`src/rtl/fpu_operand_loader_pkg.sv`:
```
// Shared types and constants for the FPU operand loader.
package fpu_loader_pkg;

    typedef enum logic [1:0] {
        IDLE,
        LOAD_A,
        LOAD_B,
        HOLD
    } state_t;

    typedef logic [2:0] opcode_t;

    localparam logic [3:0] HDR_SYNC_DEFAULT = 4'hA;

    // Low bit of the sync nibble inside a header byte.
    localparam int HDR_SYNC_LSB = 4;

    // A header is good when its sync nibble matches; bit 3 is ignored.
    function automatic logic hdr_match(input logic [7:0] hdr, input logic [3:0] sync);
        return hdr[HDR_SYNC_LSB +: 4] == sync;
    endfunction

endpackage

```
`src/rtl/fpu_operand_loader_if.sv`:
```
// Byte-in / frame-out handshake bundle of the operand loader.
interface fpu_operand_loader_if
    import fpu_loader_pkg::*;
#(
    parameter int WORD_WIDTH = 32
);
    logic                  byte_valid;
    logic [7:0]            data_in;
    logic                  abort;
    logic                  out_ready;
    logic                  out_valid;
    logic [WORD_WIDTH-1:0] op_a;
    logic [WORD_WIDTH-1:0] op_b;
    opcode_t               opcode;

    // Loader side.
    modport slave (
        input  byte_valid, data_in, abort, out_ready,
        output out_valid, op_a, op_b, opcode
    );

    // Byte source / FPU core side.
    modport master (
        output byte_valid, data_in, abort, out_ready,
        input  out_valid, op_a, op_b, opcode
    );
endinterface

```
`src/rtl/fpu_operand_loader_operand_shift_reg.sv`:
```
// Operand assembly register: bytes enter at the LSB, so MSB-first input
// ends up in natural order once the word is full.
module operand_shift_reg #(
    parameter int WORD_WIDTH = 32
) (
    input  logic                  clock,
    input  logic                  reset_n,
    input  logic                  shift_en,
    input  logic [7:0]            data_in,
    output logic [WORD_WIDTH-1:0] word
);

    // Shift one byte in per enabled cycle; otherwise hold.
    always_ff @(posedge clock or negedge reset_n) begin
        if (!reset_n) begin
            word <= '0;
        end else if (shift_en) begin
            word <= {word[WORD_WIDTH-9:0], data_in};
        end
    end

endmodule

```
`src/rtl/fpu_operand_loader.sv`:
```
// Byte-serial operand framer: header byte, then operand A and operand B,
// each MSB byte first, presented to the FPU core over valid/ready.
module fpu_operand_loader
    import fpu_loader_pkg::*;
#(
    parameter int         WORD_WIDTH = 32,
    parameter logic [3:0] HDR_SYNC   = HDR_SYNC_DEFAULT
) (
    input  logic                 clock,
    input  logic                 reset_n,
    fpu_operand_loader_if.slave  bus,
    output logic                 busy,
    output logic                 frame_error,
    output logic                 overrun
);

    localparam int N     = WORD_WIDTH / 8;
    localparam int CNT_W = $clog2(N);

    state_t             state;
    logic [CNT_W-1:0]   byte_cnt;
    opcode_t            opcode_q;
    logic               out_valid_q;
    logic               shift_a;
    logic               shift_b;
    logic               cnt_last;
    logic               hdr_good;

    // Bytes only reach the operand registers in their load phase; abort wins.
    always_comb begin
        shift_a  = !bus.abort && bus.byte_valid && (state == LOAD_A);
        shift_b  = !bus.abort && bus.byte_valid && (state == LOAD_B);
        cnt_last = (byte_cnt == CNT_W'(N - 1));
        hdr_good = hdr_match(bus.data_in, HDR_SYNC);
    end

    operand_shift_reg #(.WORD_WIDTH(WORD_WIDTH)) u_op_a (
        .clock    (clock),
        .reset_n  (reset_n),
        .shift_en (shift_a),
        .data_in  (bus.data_in),
        .word     (bus.op_a)
    );

    operand_shift_reg #(.WORD_WIDTH(WORD_WIDTH)) u_op_b (
        .clock    (clock),
        .reset_n  (reset_n),
        .shift_en (shift_b),
        .data_in  (bus.data_in),
        .word     (bus.op_b)
    );

    // Frame FSM with registered flags; a header arriving on the accepting
    // HOLD cycle is decoded immediately so back-to-back frames lose nothing.
    always_ff @(posedge clock or negedge reset_n) begin
        if (!reset_n) begin
            state       <= IDLE;
            byte_cnt    <= '0;
            opcode_q    <= '0;
            out_valid_q <= 1'b0;
            busy        <= 1'b0;
            frame_error <= 1'b0;
            overrun     <= 1'b0;
        end else begin
            frame_error <= 1'b0;
            if (bus.abort) begin
                state       <= IDLE;
                byte_cnt    <= '0;
                out_valid_q <= 1'b0;
                busy        <= 1'b0;
            end else begin
                case (state)
                    IDLE: begin
                        if (bus.byte_valid) begin
                            if (hdr_good) begin
                                opcode_q <= bus.data_in[2:0];
                                byte_cnt <= '0;
                                state    <= LOAD_A;
                                busy     <= 1'b1;
                            end else begin
                                frame_error <= 1'b1;
                            end
                        end
                    end
                    LOAD_A: begin
                        if (bus.byte_valid) begin
                            if (cnt_last) begin
                                byte_cnt <= '0;
                                state    <= LOAD_B;
                            end else begin
                                byte_cnt <= byte_cnt + 1'b1;
                            end
                        end
                    end
                    LOAD_B: begin
                        if (bus.byte_valid) begin
                            if (cnt_last) begin
                                byte_cnt    <= '0;
                                state       <= HOLD;
                                out_valid_q <= 1'b1;
                            end else begin
                                byte_cnt <= byte_cnt + 1'b1;
                            end
                        end
                    end
                    HOLD: begin
                        if (bus.out_ready) begin
                            out_valid_q <= 1'b0;
                            if (bus.byte_valid && hdr_good) begin
                                opcode_q <= bus.data_in[2:0];
                                byte_cnt <= '0;
                                state    <= LOAD_A;
                            end else begin
                                state       <= IDLE;
                                busy        <= 1'b0;
                                frame_error <= bus.byte_valid;
                            end
                        end else if (bus.byte_valid) begin
                            overrun <= 1'b1;
                        end
                    end
                    default: begin
                        state       <= IDLE;
                        byte_cnt    <= '0;
                        out_valid_q <= 1'b0;
                        busy        <= 1'b0;
                    end
                endcase
            end
        end
    end

    assign bus.out_valid = out_valid_q;
    assign bus.opcode    = opcode_q;

endmodule

```
`src/flat_wrapper.sv`:
```
// flat-port wrapper written by rule: the top's interface ports become plain ports
module fpu_operand_loader_flat import fpu_loader_pkg::*;
#(
    parameter int         WORD_WIDTH = 32,
    parameter logic [3:0] HDR_SYNC   = HDR_SYNC_DEFAULT
)
  (clock, reset_n, busy, frame_error, overrun, bus_byte_valid, bus_data_in, bus_abort, bus_out_ready, bus_out_valid, bus_op_a, bus_op_b, bus_opcode);
  fpu_operand_loader_if #(.WORD_WIDTH(WORD_WIDTH)) bus_i ();
  input  logic clock;
  input  logic reset_n;
  output logic busy;
  output logic frame_error;
  output logic overrun;
  input wire logic [$bits(bus_i.byte_valid)-1:0] bus_byte_valid;
  input wire logic [$bits(bus_i.data_in)-1:0] bus_data_in;
  input wire logic [$bits(bus_i.abort)-1:0] bus_abort;
  input wire logic [$bits(bus_i.out_ready)-1:0] bus_out_ready;
  output wire logic [$bits(bus_i.out_valid)-1:0] bus_out_valid;
  output wire logic [$bits(bus_i.op_a)-1:0] bus_op_a;
  output wire logic [$bits(bus_i.op_b)-1:0] bus_op_b;
  output wire logic [$bits(bus_i.opcode)-1:0] bus_opcode;
  assign bus_i.byte_valid = bus_byte_valid;
  assign bus_i.data_in = bus_data_in;
  assign bus_i.abort = bus_abort;
  assign bus_i.out_ready = bus_out_ready;
  assign bus_out_valid = bus_i.out_valid;
  assign bus_op_a = bus_i.op_a;
  assign bus_op_b = bus_i.op_b;
  assign bus_opcode = bus_i.opcode;
  fpu_operand_loader #(.WORD_WIDTH(WORD_WIDTH), .HDR_SYNC(HDR_SYNC)) u_core (.clock(clock), .reset_n(reset_n), .bus(bus_i), .busy(busy), .frame_error(frame_error), .overrun(overrun));
endmodule
```
`config.mk`:
```
export PLATFORM = sky130hd
export DESIGN_NAME = fpu_operand_loader_flat
export DESIGN_NICKNAME = d
export VERILOG_FILES = /design/src/rtl/fpu_operand_loader_pkg.sv /design/src/rtl/fpu_operand_loader_if.sv /design/src/rtl/fpu_operand_loader_operand_shift_reg.sv /design/src/rtl/fpu_operand_loader.sv /design/src/flat_wrapper.sv
export SDC_FILE = /design/constraint.sdc
export NUM_CORES = 1
export LEC_CHECK = 0
export ABC_CLOCK_PERIOD_IN_PS = 1800
export BUFFER_PORTS_ARGS = -buffer_cell sky130_fd_sc_hd__buf_2
export CORE_MARGIN = 5
export CORE_UTILIZATION = 45
export CTS_CLUSTER_DIAMETER = 50
export DETAILED_ROUTE_END_ITERATION = 8
export GPL_TIMING_DRIVEN = 0
export PLACE_DENSITY = 0.84
export SETUP_SLACK_MARGIN = 0.2
export SYNTH_ARGS = -nofsm -noshare
export SYNTH_HDL_FRONTEND = slang
export SYNTH_SLANG_ARGS = --single-unit
```
`constraint.sdc`:
```
create_clock -name clock -period 1.8 [get_ports clock]
set_clock_uncertainty 0.2 [all_clocks]
set_input_delay 0.18 -clock clock [delete_from_list [all_inputs] [get_ports clock]]
set_output_delay 0.18 -clock clock [all_outputs]
set_load 0.005 [all_outputs]
```
==> metrics.md, run 1 <==
| Metric | Value |
|---|---|
| Final setup margin | -78.1 ps |
| Boundary pin count | 84 |
| Crit Path Max Fanout | 5 |
| # diodes | 0 |
| Critical path data required time | 1830 ps |
| Starting Density | 0.458 |
| Drt wl/cell | between 15 and 20 microns |
| VDD IR max | 458 uV |
| Max cap viols | 0 |
| Die width | 92.9 microns |
| DRC viols | 0 |
| Post-synthesis sequential area ratio | 0.607 |
| Antenna-violating nets left | 0 |
| Clock Pin Slew Worst Setup and Hold Paths | 80 ps |
| Final wirelength | ~8.4 mm |
| Area growth syn-to-layout | 56.2% |
| Synth warn | 0 |
| CTS H-tree lvls | 3 |
| Failing checks | negative setup slack |
| Cell area after synthesis | 3090 sq um |
| Period utilization | 1.04 |
| Final nets | 355 |
| Sink Count | 75 |
| Gr usage total | 0.197 |
| Area of the core | between 6000 and 7000 sq um |
| Leak | 2.71 nW |
| First-pass GRT wire length | 13.0 mm |
| Routability congestion estimate from global placement | 0.794 |
| Crit Path Class | flop to flop |
| Count of different cell masters after synthesis | 35 |
| Port-buffer cells | 82 |
| CP arrival | 1900 ps |
| CTS Buf Count | 9 |
| TritonCTS clock tree | yes |
| DP HPWL | about 4.6 mm |
| Max Freq | between 500 and 600 MHz |
| Maximum clock insertion buffer count | 2 |
| Post-Layout Cell Count | 421 |
| Final Hold Vio Count | 0 |
| Worst-margin pin slew | 921 ps |
| Slew margin rel. | 0.386 |
| Startpoint types | flop |
| Root Driver | clkbuf_8 |
| Routed via count | 2272 |
| Placed cells | 363 |
| Initial DRC Count | 73 |
| Clock latency on the worst-skew pair | about 340 ps |
| Slew Viols, Final | 0 |
| Mean post-synth cell area | 15.4 sq um |
| Layout cell share with drive strength beyond 1 | 0.680 |
| Worst Setup End Kind | flop |
| GR Overflow Total | 0 |
| Mapped Cells | 201 |
| Status | finished, violations left |
| Area taken by multi-input logic gates | 1560 sq um |
| Die Span Y | 92.9 microns |
| Path type of the worst min-delay path | input port to flop |
| Initial antenna violation count | 0 |
| Die area | about 8600 sq um |
| Fill cells | about 460 |
| 1st-pass router iterations | 4 |
| PD cells | approximately 760 nW/um^2 |
| Rows | 30 |
| Via density per instance | 5.40 |
| Sum Neg Setup Slack | -2140 ps |
| Largest net degree at the start of global routing | 76 |
| Vias in the first global route | 2418 |
| Final Critical Period | 1880 ps |
| Mapped Nets | 220 |
| RSZ-0062 raised after global routing | yes |
| Final setup vio count | 39 |
| Flip-flop and latch count after synthesis | 75 |
| Sequential Area | ~1900 sq um |
==> what timing repair did <==
| action | CTS | global route |
|---|---|---|
| setup endpoints to repair | 68 | 73 |
| hold buffers | 10 | 0 |
| buffers inserted | 21 | 5 |
| endpoints found under the hold margin | 98 | 0 |
| gates resized for setup | 94 | 11 |
| pin swaps | 10 | 7 |
| gates cloned | 6 | 0 |
==> registers in the layout, summed over array words and instances (netlist names) <==
| signal | cells |
|---|---|
| u_core.byte_cnt | 2 |
| u_core.u_op_a.word | 32 |
| u_core.bus.opcode | 3 |
| u_core.bus.out_valid | 1 |
| u_core.busy | 1 |
| u_core.u_op_b.word | 32 |
| u_core.state | 2 |
| u_core.frame_error | 1 |
| u_core.overrun | 1 |
==> cell type report <==
cell class	count	share of cell area
sequential	75	0.389
multi-input combinational	114	0.323
timing repair buffer	124	0.200
clock buffer	11	0.0313
buffer	9	0.0254
tap	80	0.0207
clock inverter	5	0.00777
inverter	3	0.00285
==> per-stage QoR <==
step                 util  setup WS, ps  power (mW)  hold WS [ps]  area, sq um
finish              0.715         -78.1        3.65          51.9         4830
global route        0.715          -142        3.82          54.7         4830
CTS                 0.698         -86.2        3.64          21.8         4710
detailed placement  0.543          -149        2.29           179         3670
global placement    0.543          -122        2.27           216         3670
floorplan               -          13.8        2.06          -316         3160
==> path summary, 6_finish.rpt <==
check                                             from                            endpoint  slack (ps)  depth (start not counted)
max                        u_core.state[1]$_DFFE_PN0P_      u_core.byte_cnt[0]$_DFFE_PN0P_         -80                          7
min in group asynchronous                      reset_n  u_core.u_op_a.word[13]$_DFFE_PN0P_         330                          2
max in group asynchronous                      reset_n   u_core.u_op_a.word[0]$_DFFE_PN0P_         490                          2
max reg2reg                u_core.state[1]$_DFFE_PN0P_      u_core.byte_cnt[0]$_DFFE_PN0P_         -80                          7
min                                      bus_out_ready        u_core.frame_error$_DFF_PN0_          50                          3
min reg2reg                 u_core.overrun$_DFFE_PN0P_          u_core.overrun$_DFFE_PN0P_         270                          1
==> cell usage after synthesis <==
library cell	instances	area share
or2_1	1	0.0020
nand4bb_4	1	0.0089
a221o_1	1	0.0032
mux2_2	7	0.025
buf_6	1	0.0036
and4bb_2	1	0.0040
nand2b_1	3	0.0061
nand3_1	2	0.0032
ha_1	6	0.024
dfrtp_1	75	0.61
a211oi_1	3	0.0073
a221oi_1	1	0.0028
nor4b_1	1	0.0028
nor4_2	1	0.0040
o21ai_1	1	0.0016
buf_4	1	0.0024
a221oi_2	1	0.0049
nor2_1	2	0.0024
inv_1	2	0.0024
o22ai_1	1	0.0020
nand2_2	2	0.0040
nand4b_1	1	0.0028
o2111ai_1	1	0.0028
and3_1	2	0.0040
a21o_1	1	0.0024
mux2i_1	2	0.0065
buf_2	7	0.011
mux2_1	60	0.22
nand2_1	2	0.0024
a21oi_1	5	0.0081
o41ai_2	1	0.0053
o211ai_1	1	0.0024
inv_2	1	0.0012
nor2_4	1	0.0036
nor2b_1	2	0.0040
==> cell families (layout without fill, tap and decap cells) <==
kind of cell / count (synthesis) / count (layout) / share of synthesized area
buffers and inverters: 12 / 152 / 0.0210
and+or+nand+nor: 22 / 22 / 0.0546
adders and majority gates: 6 / 6 / 0.0243
AOI/OAI and AO/OA: 17 / 17 / 0.0429
DFF: 75 / 75 / 0.607
muxes: 69 / 69 / 0.250
==> report_power, final <==
part	switching [mW]	internal, mW
sequential	0.104	1.80
combinational	0.219	0.314
clock	0.634	0.578
==> critical path: stages (launching register included) <==
cell and delay, ps:
dfrtp_1 410, inv_4 80, ha_4 160, buf_6 120
or2_4 260, a221o_1 320, nand4b_1 130, o41ai_2 80
==> layout by cell type, fill, tap and decap left out, types with 3 or more instances in the layout <==
cell / count
dfrtp_1: 75
dlygate4sd3_1: 10
mux2_4: 62
buf_12: 8
buf_2: 82
mux2_2: 4
ha_4: 4
nand2b_1: 3
buf_4: 18
buf_16: 6
a21oi_1: 3
clkbuf_8: 11
buf_8: 5
buf_6: 4
==> per-layer routing <==
layer  track usage  wire, microns  vias up
met5             0              0        -
met4        0.0708            166        0
met3        0.0366            383       14
met2         0.327           4210       75
met1         0.259           3650     1184
li1              -              -      999
Note: power is estimated with default switching activity, not from simulation.
==> run 2: changes to the inputs <==
ABC_CLOCK_PERIOD_IN_PS = 2020   (was 1800)
BUFFER_PORTS_ARGS = not set   (was -buffer_cell sky130_fd_sc_hd__buf_2)
DONT_BUFFER_PORTS = 1   (was not set)
PLACE_DENSITY = 0.71   (was 0.84)
clock period = 2.02 ns   (was 1.8 ns; I/O delays follow)
==> run 2 against run 1 <==
Compared with the run above:
- the flow finishes with violations (negative hold slack)
- combinational power down 64%
- total power down 16%
- cell area down 22%
- cell count down 24%
- hold slack worse by 700 ps
- critical path type unchanged
- largest cell class unchanged
==> metrics.md, run 2 (same netlist as run 1, synthesis figures left out) <==
| Metric | Value |
|---|---|
| Sink Count | 75 (unchanged) |
| Starting Density | 0.458 (unchanged) |
| Routed via count | 1775 (was 2272) |
| Worst r2r src | u_core.state[1]$_DFFE_PN0P_ (unchanged) |
| DRC viols | 0 (unchanged) |
| CTS Buf Count | 9 (unchanged) |
| Die Span Y | 92.9 microns (unchanged) |
| Area of the core | 6760 sq um (unchanged) |
| TritonCTS clock tree | yes (unchanged) |
| First-pass GRT wire length | 10.4 mm (was 13.0 mm) |
| Status | finished, violations left (unchanged) |
| Max cap viols | 0 (unchanged) |
| Worst R2R End | u_core.byte_cnt[0]$_DFFE_PN0P_ (unchanged) |
| Failing checks | negative hold slack (was negative setup slack) |
| Maximum clock insertion buffer count | 2 (unchanged) |
| # diodes | 0 (unchanged) |
| CTS H-tree lvls | 3 (unchanged) |
| Final nets | 256 (was 355) |
| Path type of the worst min-delay path | input port to async pin (was input port to flop) |
| Commonest non-fill, non-tap cells in the layout | 75 x dfrtp_1, 60 x mux2_1, 13 x buf_4 (was 82 x buf_2, 75 x dfrtp_1, 62 x mux2_4) |
| Die area | 8630 sq um (unchanged) |
| DP HPWL | 4.32 mm (was 4.63 mm) |
| Sum Neg Setup Slack | 0 ps (was -2140 ps) |
| PD cells | 814 nW/um^2 (was 756 nW/um^2) |
| Crit Path Class | flop to flop (unchanged) |
| Root Driver | clkbuf_8 (unchanged) |
| Layout cell share with drive strength beyond 1 | 0.261 (was 0.680) |
| Post-CTS Hold Buffers | 11 (was 10) |
| Worst Setup End Kind | flop (unchanged) |
| 1st-pass router iterations | 4 (unchanged) |
| Largest net degree at the start of global routing | 76 (unchanged) |
| Final setup vio count | 0 (was 39) |
| Critical path data required time | 2030 ps (was 1830 ps) |
| Initial DRC Count | 44 (was 73) |
| Leak | 1.94 nW (was 2.71 nW) |
| Rows | 30 (unchanged) |
| Clock Pin Slew Worst Setup and Hold Paths | 80 ps (about the same) |
| Port-buffer cells | 0 (was 82) |
| VDD IR max | 440 uV (was 458 uV) |
| Area growth syn-to-layout | 21.4% (was 56.2%) |
| Period utilization | 0.912 (was 1.04) |
| Via density per instance | 5.53 (was 5.40) |
| Final wirelength | 6.43 mm (was 8.41 mm) |
| Routability congestion estimate from global placement | 0.757 (was 0.794) |
| Slew Viols, Final | 0 (unchanged) |
| Final Hold Vio Count | 75 (was 0) |
| Critical Path Sink | u_core.byte_cnt[0]$_DFFE_PN0P_ (unchanged) |
| Boundary pin count | 84 (unchanged) |
| Initial antenna violation count | 0 (unchanged) |
| WHS | -644 ps (was 51.9 ps) |
| Max Freq | 543 MHz (was 532 MHz) |
| Slew margin rel. | 0.810 (was 0.386) |
| Crit path launch | u_core.state[1]$_DFFE_PN0P_ (unchanged) |
| GR Overflow Total | 0 (unchanged) |
| RSZ-0062 raised after global routing | yes (unchanged) |
| Startpoint types | flop (unchanged) |
| Vias in the first global route | 1946 (was 2418) |
| Worst-margin pin slew | 282 ps (was 921 ps) |
| Commonest non-fill, non-tap cell in the layout | dfrtp_1 (was buf_2) |
| Clock latency on the worst-skew pair | 330 ps (was 340 ps) |
| Gr usage total | 0.157 (was 0.197) |
| Die width | 92.9 microns (unchanged) |
| Crit Path Max Fanout | 3 (was 5) |
| Fill cells | 555 (was 458) |
| Final Critical Period | 1840 ps (was 1880 ps) |
| Drt wl/cell | 20.0 microns (about the same) |
| Register-to-Register Path Depth | 6 (was 7) |
| Fin util | 0.556 (was 0.715) |
| CP arrival | 1850 ps (was 1900 ps) |
| R2r setup slk | 180 ps (was -80 ps) |
| Antenna-violating nets left | 0 (unchanged) |
## run 2: changes by cell type in the layout (fill, tap and decap cells not counted), sizes merged
cell	change
buf	-101
bufinv	+1
clkbuf	+1
clkinv	-2
dlygate4sd3	+1
## run 2: worst max-delay path: stages, from the launching register on
cell	delay [ps]
dfrtp_1	410
inv_2	120
ha_4	220
or2_4	260
a221o_1	330
nand4b_1	120
o41ai_2	70
## run 2: area by class of cell
type | instances | area (sq um) | share of cell area
buffer | 9 | 114 | 0.0303
clock buffer | 11 | 151 | 0.0403
clock inverter | 4 | 50.0 | 0.0133
inverter | 3 | 13.8 | 0.00366
multi-input combinational | 114 | 1220 | 0.324
sequential | 75 | 1880 | 0.500
tap | 80 | 100 | 0.0266
timing repair buffer | 25 | 233 | 0.0620
## run 2: worst min path at each step
| stage | to | slack, ps | depth (start not counted) |
|---|---|---|---|
| after floorplan | u_core.bus.opcode[0]$_DFFE_PN0P_ | -290 | 0 |
| after global placement | u_core.u_op_a.word[29]$_DFFE_PN0P_ | -290 | 0 |
| after detailed placement | u_core.u_op_a.word[28]$_DFFE_PN0P_ | -290 | 0 |
| after CTS | u_core.u_op_a.word[29]$_DFFE_PN0P_ | -660 | 0 |
| after global routing | u_core.u_op_a.word[13]$_DFFE_PN0P_ | -670 | 0 |
| final | u_core.u_op_a.word[29]$_DFFE_PN0P_ | -640 | 0 |
## run 2: power by group
group | switching, mW | internal (mW) | total [mW]
clock network | 0.514 | 0.629 | 1.14
registers | 0.111 | 1.61 | 1.72
logic | 0.0754 | 0.117 | 0.193
total | 0.700 | 2.36 | 3.06
## run 2: repair_timing
action,4_1_cts,5_1_grt
pin swaps,8,5
endpoints found under the setup margin,50,67
hold endpoints to repair,101,75
setup buffers,11,2
gates resized for setup,12,15
cloned,0,1
## run 2: metrics by stage
step                      area [sq um]  hold slack, ps  total power, mW  worst slack, ps  std cells
after CTS                         3650            -661             3.09              128        318
after floorplan                   3120            -294             1.84              230        201
after global routing              3760            -673             3.19             52.4        321
after detailed placement          3220            -292             1.90             47.8        281
after global placement            3220            -292             1.89              111        281
final                             3760            -644             3.06              177        321
## run 2: per-layer routing
metal,up-vias,share of wire,GRT usage
li1,793,-,-
met1,909,0.41,0.191
met2,68,0.47,0.246
met3,5,0.11,0.0772
met4,0,0.0089,0.0427
met5,-,0,0
==> run 3: changes to the inputs <==
SYNTH_HIERARCHICAL = 1   (was not set)
==> run 3 against run 2 <==
Compared with the run above:
- the run still ends with negative hold slack left
- combinational power grew 100%
- global-route usage shrank 0.37 points
- hold slack lost 7.8 ps
- total power grew 11%
- die area grew 11%
- utilization shrank 0.99 points
- synthesized cell count grew 4.5%
- critical endpoint is now u_core/bus.opcode[2]$_DFFE_PN0P_
- via count grew 4.6%
- area after synthesis grew 12%
- wire length grew 10%
- sequential cell count is the same
- critical path type unchanged
==> metrics.md, run 3 <==
| Metric | Value |
|---|---|
| Max Freq | 530 MHz (was 543 MHz) |
| Slew margin rel. | 0.796 (was 0.810) |
| Critical path data required time | 2040 ps (was 2030 ps) |
| Layout cell share with drive strength beyond 1 | 0.510 (was 0.261) |
| Fill cells | 635 (was 555) |
| Routability congestion estimate from global placement | 0.857 (was 0.757) |
| Startpoint types | flop (unchanged) |
| Post-CTS Hold Buffers | 10 (was 11) |
| Area growth syn-to-layout | 19.5% (was 21.4%) |
| Max cap viols | 0 (unchanged) |
| Final Critical Period | 1890 ps (was 1840 ps) |
| Die area | 9580 sq um (was 8630 sq um) |
| Final setup vio count | 0 (unchanged) |
| Worst-margin pin slew | 305 ps (was 282 ps) |
| TritonCTS clock tree | yes (unchanged) |
| Sequential Power Share | 0.551 (was 0.563) |
| Largest net degree at the start of global routing | 76 (unchanged) |
| Worst Setup End Kind | flop (unchanged) |
| Count of different cell masters after synthesis | 41 (was 35) |
| First-pass GRT wire length | 11.5 mm (was 10.4 mm) |
| Clock Pin Slew Worst Setup and Hold Paths | 80 ps (about the same) |
| Logic pwr share | 0.115 (was 0.063) |
| Crit Path Class | flop to flop (unchanged) |
| Most common cell in the synthesized netlist | dfrtp_1 (unchanged) |
| Synth warn | 6 (was 0) |
| Path type of the worst min-delay path | input port to async pin (unchanged) |
| Post-Layout Cell Count | 351 (was 321) |
| Crit Path Max Fanout | 3 (unchanged) |
| Leak | 1.92 nW (was 1.94 nW) |
| Rows | 32 (was 30) |
| # diodes | 0 (unchanged) |
| Crit-path most repeated cell | buf_4 |
| Root Driver | clkbuf_8 (unchanged) |
| Period utilization | 0.934 (was 0.912) |
| Maximum clock insertion buffer count | 2 (unchanged) |
| Gr usage total | 0.153 (was 0.157) |
| Register-to-Register Path Depth | 7 (was 6) |
| Top cells by area, synth | dfrtp_1 54%, mux2_4 26%, buf_12 3.5%, mux2_2 2.3%, ha_1 2.2% (was dfrtp_1 61%, mux2_1 22%, mux2_2 2.5%, ha_1 2.4%, buf_2 1.1%) |
| Final wirelength | 7.09 mm (was 6.43 mm) |
| Via density per instance | 5.29 (was 5.53) |
| Top cells by count, synth | 75 x dfrtp_1, 60 x mux2_4, 7 x mux2_2 (was 75 x dfrtp_1, 60 x mux2_1, 7 x buf_2, 7 x mux2_2, 6 x ha_1) |
| Pre-CTS setup slack | 45.7 ps (was 47.8 ps) |
| Clock power share | 0.334 (was 0.374) |
| Post-synth ARST share | 1.00 (unchanged) |
| Post-synthesis sequential area ratio | 0.540 (was 0.607) |
| Die Span Y | 97.9 microns (was 92.9 microns) |
| Clock latency on the worst-skew pair | 340 ps (was 330 ps) |
| Mapped Nets | 229 (was 220) |
| Commonest non-fill, non-tap cells in the layout | 74 x dfrtp_1, 63 x mux2_4, 11 x buf_4 (was 75 x dfrtp_1, 60 x mux2_1, 13 x buf_4) |
| Status | finished, violations left (unchanged) |
| GR Overflow Total | 0 (unchanged) |
| DP HPWL | 4.55 mm (was 4.32 mm) |
| Crit-path cells | buf_4 > ha_4 > buf_6 > mux2i_2 > nor4_4 > buf_4 > mux2_4 (was inv_2 > ha_4 > or2_4 > a221o_1 > nand4b_1 > o41ai_2) |
| Internal power | 2.52 mW (was 2.36 mW) |
| Worst r2r src | u_core/state[0]$_DFFE_PN0P_ (was u_core.state[1]$_DFFE_PN0P_) |
| CTS H-tree lvls | 3 (unchanged) |
| Sum Neg Setup Slack | 0 ps (unchanged) |
| Placed cells | 312 (was 281) |
| Cell area after synthesis | 3480 sq um (was 3090 sq um) |
| Yosys top cell by area | dfrtp_1 (unchanged) |
| Final Power | 3.38 mW (was 3.06 mW) |
| PD cells | 813 nW/um^2 (was 814 nW/um^2) |
| VDD IR max | 334 uV (was 440 uV) |
| Routed via count | 1856 (was 1775) |
| Initial antenna violation count | 0 (unchanged) |
| CTS Buf Count | 9 (unchanged) |
| 1st-pass router iterations | 4 (unchanged) |
| Starting Density | 0.457 (was 0.458) |
| Antenna-violating nets left | 0 (unchanged) |
| Area of the core | 7610 sq um (was 6760 sq um) |
| Mapped Cells | 210 (was 201) |
| Initial DRC Count | 62 (was 44) |
| Mean post-synth cell area | 16.6 sq um (was 15.4 sq um) |
| Worst R2R End | u_core/bus.opcode[2]$_DFFE_PN0P_ (was u_core.byte_cnt[0]$_DFFE_PN0P_) |
| Failing checks | negative hold slack (unchanged) |
| DRC viols | 0 (unchanged) |
| Sw Ratio | 0.253 (was 0.229) |
| Ys flop type | dfrtp_1 (unchanged) |
| Flip-flop and latch count after synthesis | 75 (unchanged) |
| Worst path max stage delay | 400 ps (was 410 ps) |
| Slowest CP cell | dfrtp_1 (unchanged) |
| R2r setup slk | 130 ps (was 180 ps) |
| Crit path max-delay family | buffers and inverters (was flip-flops) |
| Final Hold Vio Count | 75 (unchanged) |
| Commonest non-fill, non-tap cell in the layout | dfrtp_1 (unchanged) |
| Boundary pin count | 84 (unchanged) |
| CP arrival | 1910 ps (was 1850 ps) |
| Post-synth EDFFs | 0 (unchanged) |
| Vias in the first global route | 1976 (was 1946) |
| Psw | 0.856 mW (was 0.700 mW) |
| Drt wl/cell | 20.2 microns (was 20.0 microns) |
| CP bufs+invs | 3 (was 1) |
| Sink Count | 75 (unchanged) |
| Synth top area share | 0.540 (was 0.607) |
| Final setup margin | 133 ps (was 177 ps) |
| Die width | 97.9 microns (was 92.9 microns) |
| WHS | -652 ps (was -644 ps) |
| Slew Viols, Final | 0 (unchanged) |
| Port-buffer cells | 0 (unchanged) |
| Crit path launch | u_core/state[0]$_DFFE_PN0P_ (was u_core.state[1]$_DFFE_PN0P_) |
| RSZ-0062 raised after global routing | yes (unchanged) |
| Final nets | 263 (was 256) |
-- run 3: worst max-delay path by stage --
| stage | end | slack (ps) | cells after the start |
|---|---|---|---|
| 3_3_place_gp | u_core/bus.opcode[1]$_DFFE_PN0P_ | 70 | 6 |
| 4_1_cts | u_core/bus.opcode[2]$_DFFE_PN0P_ | 90 | 6 |
| 6_report | u_core/bus.opcode[2]$_DFFE_PN0P_ | 130 | 7 |
| 5_1_grt | u_core/state[0]$_DFFE_PN0P_ | 80 | 8 |
| 3_5_place_dp | u_core/bus.opcode[2]$_DFFE_PN0P_ | 50 | 6 |
| 2_1_floorplan | u_core/u_op_b/word[0]$_DFFE_PN0P_ | 240 | 6 |
-- run 3: through the flow --
step,util,cell area (sq um)
final,0.546,4150
after global routing,0.546,4150
after CTS,0.529,4030
after detailed placement,0.474,3600
after global placement,0.474,3600
after floorplan,-,3480
-- run 3: repair_timing --
action | CTS | global route
endpoints found under the hold margin | 102 | 75
cloned | 0 | 3
pin swaps | 5 | 4
resized for setup | 13 | 8
setup endpoints to repair | 67 | 69
buffers inserted | 8 | 2
-- run 3: cell type report --
class,count,area (sq um),area share
clock buffers,10,128,0.0307
flip-flops and latches,75,1880,0.452
clock inverters,6,66.3,0.0160
multi-input cells,120,1500,0.361
repair buffers,23,263,0.0633
well taps,102,128,0.0307
inverters,3,13.8,0.00331
plain buffers,12,180,0.0434
-- run 3: cells by family after synthesis --
kind of cell / share of synthesized area
AOI/OAI and AO/OA: 0.0414
adders and majority gates: 0.0216
buffers and inverters: 0.0551
DFF: 0.540
muxes: 0.285
and+or+nand+nor: 0.0576
-- run 3: power groups by stage --
| stage | clock [mW] | sequential (mW) | combinational (mW) |
|---|---|---|---|
| finish | 1.13 | 1.86 | 0.389 |
| global route | 1.24 | 1.89 | 0.414 |
| CTS | 1.16 | 1.87 | 0.374 |
| detailed placement | 0 | 1.90 | 0.319 |
| global placement | 0 | 1.90 | 0.310 |
| floorplan | 0 | 1.82 | 0.295 |
-- run 3: per-layer routing --
metal | track usage | routed length (microns) | share of wire
met1 | 0.187 | 2970 | 0.42
met2 | 0.239 | 3350 | 0.47
met3 | 0.0707 | 666 | 0.094
met4 | 0.0522 | 100 | 0.014
met5 | 0 | 0 | 0
-- run 3: worst register-to-register path, stage by stage, from the launching register on --
cell and delay (ps):
dfrtp_1 400, buf_4 150, ha_4 150, buf_6 110
mux2i_2 150, nor4_4 130, buf_4 190, mux2_4 300
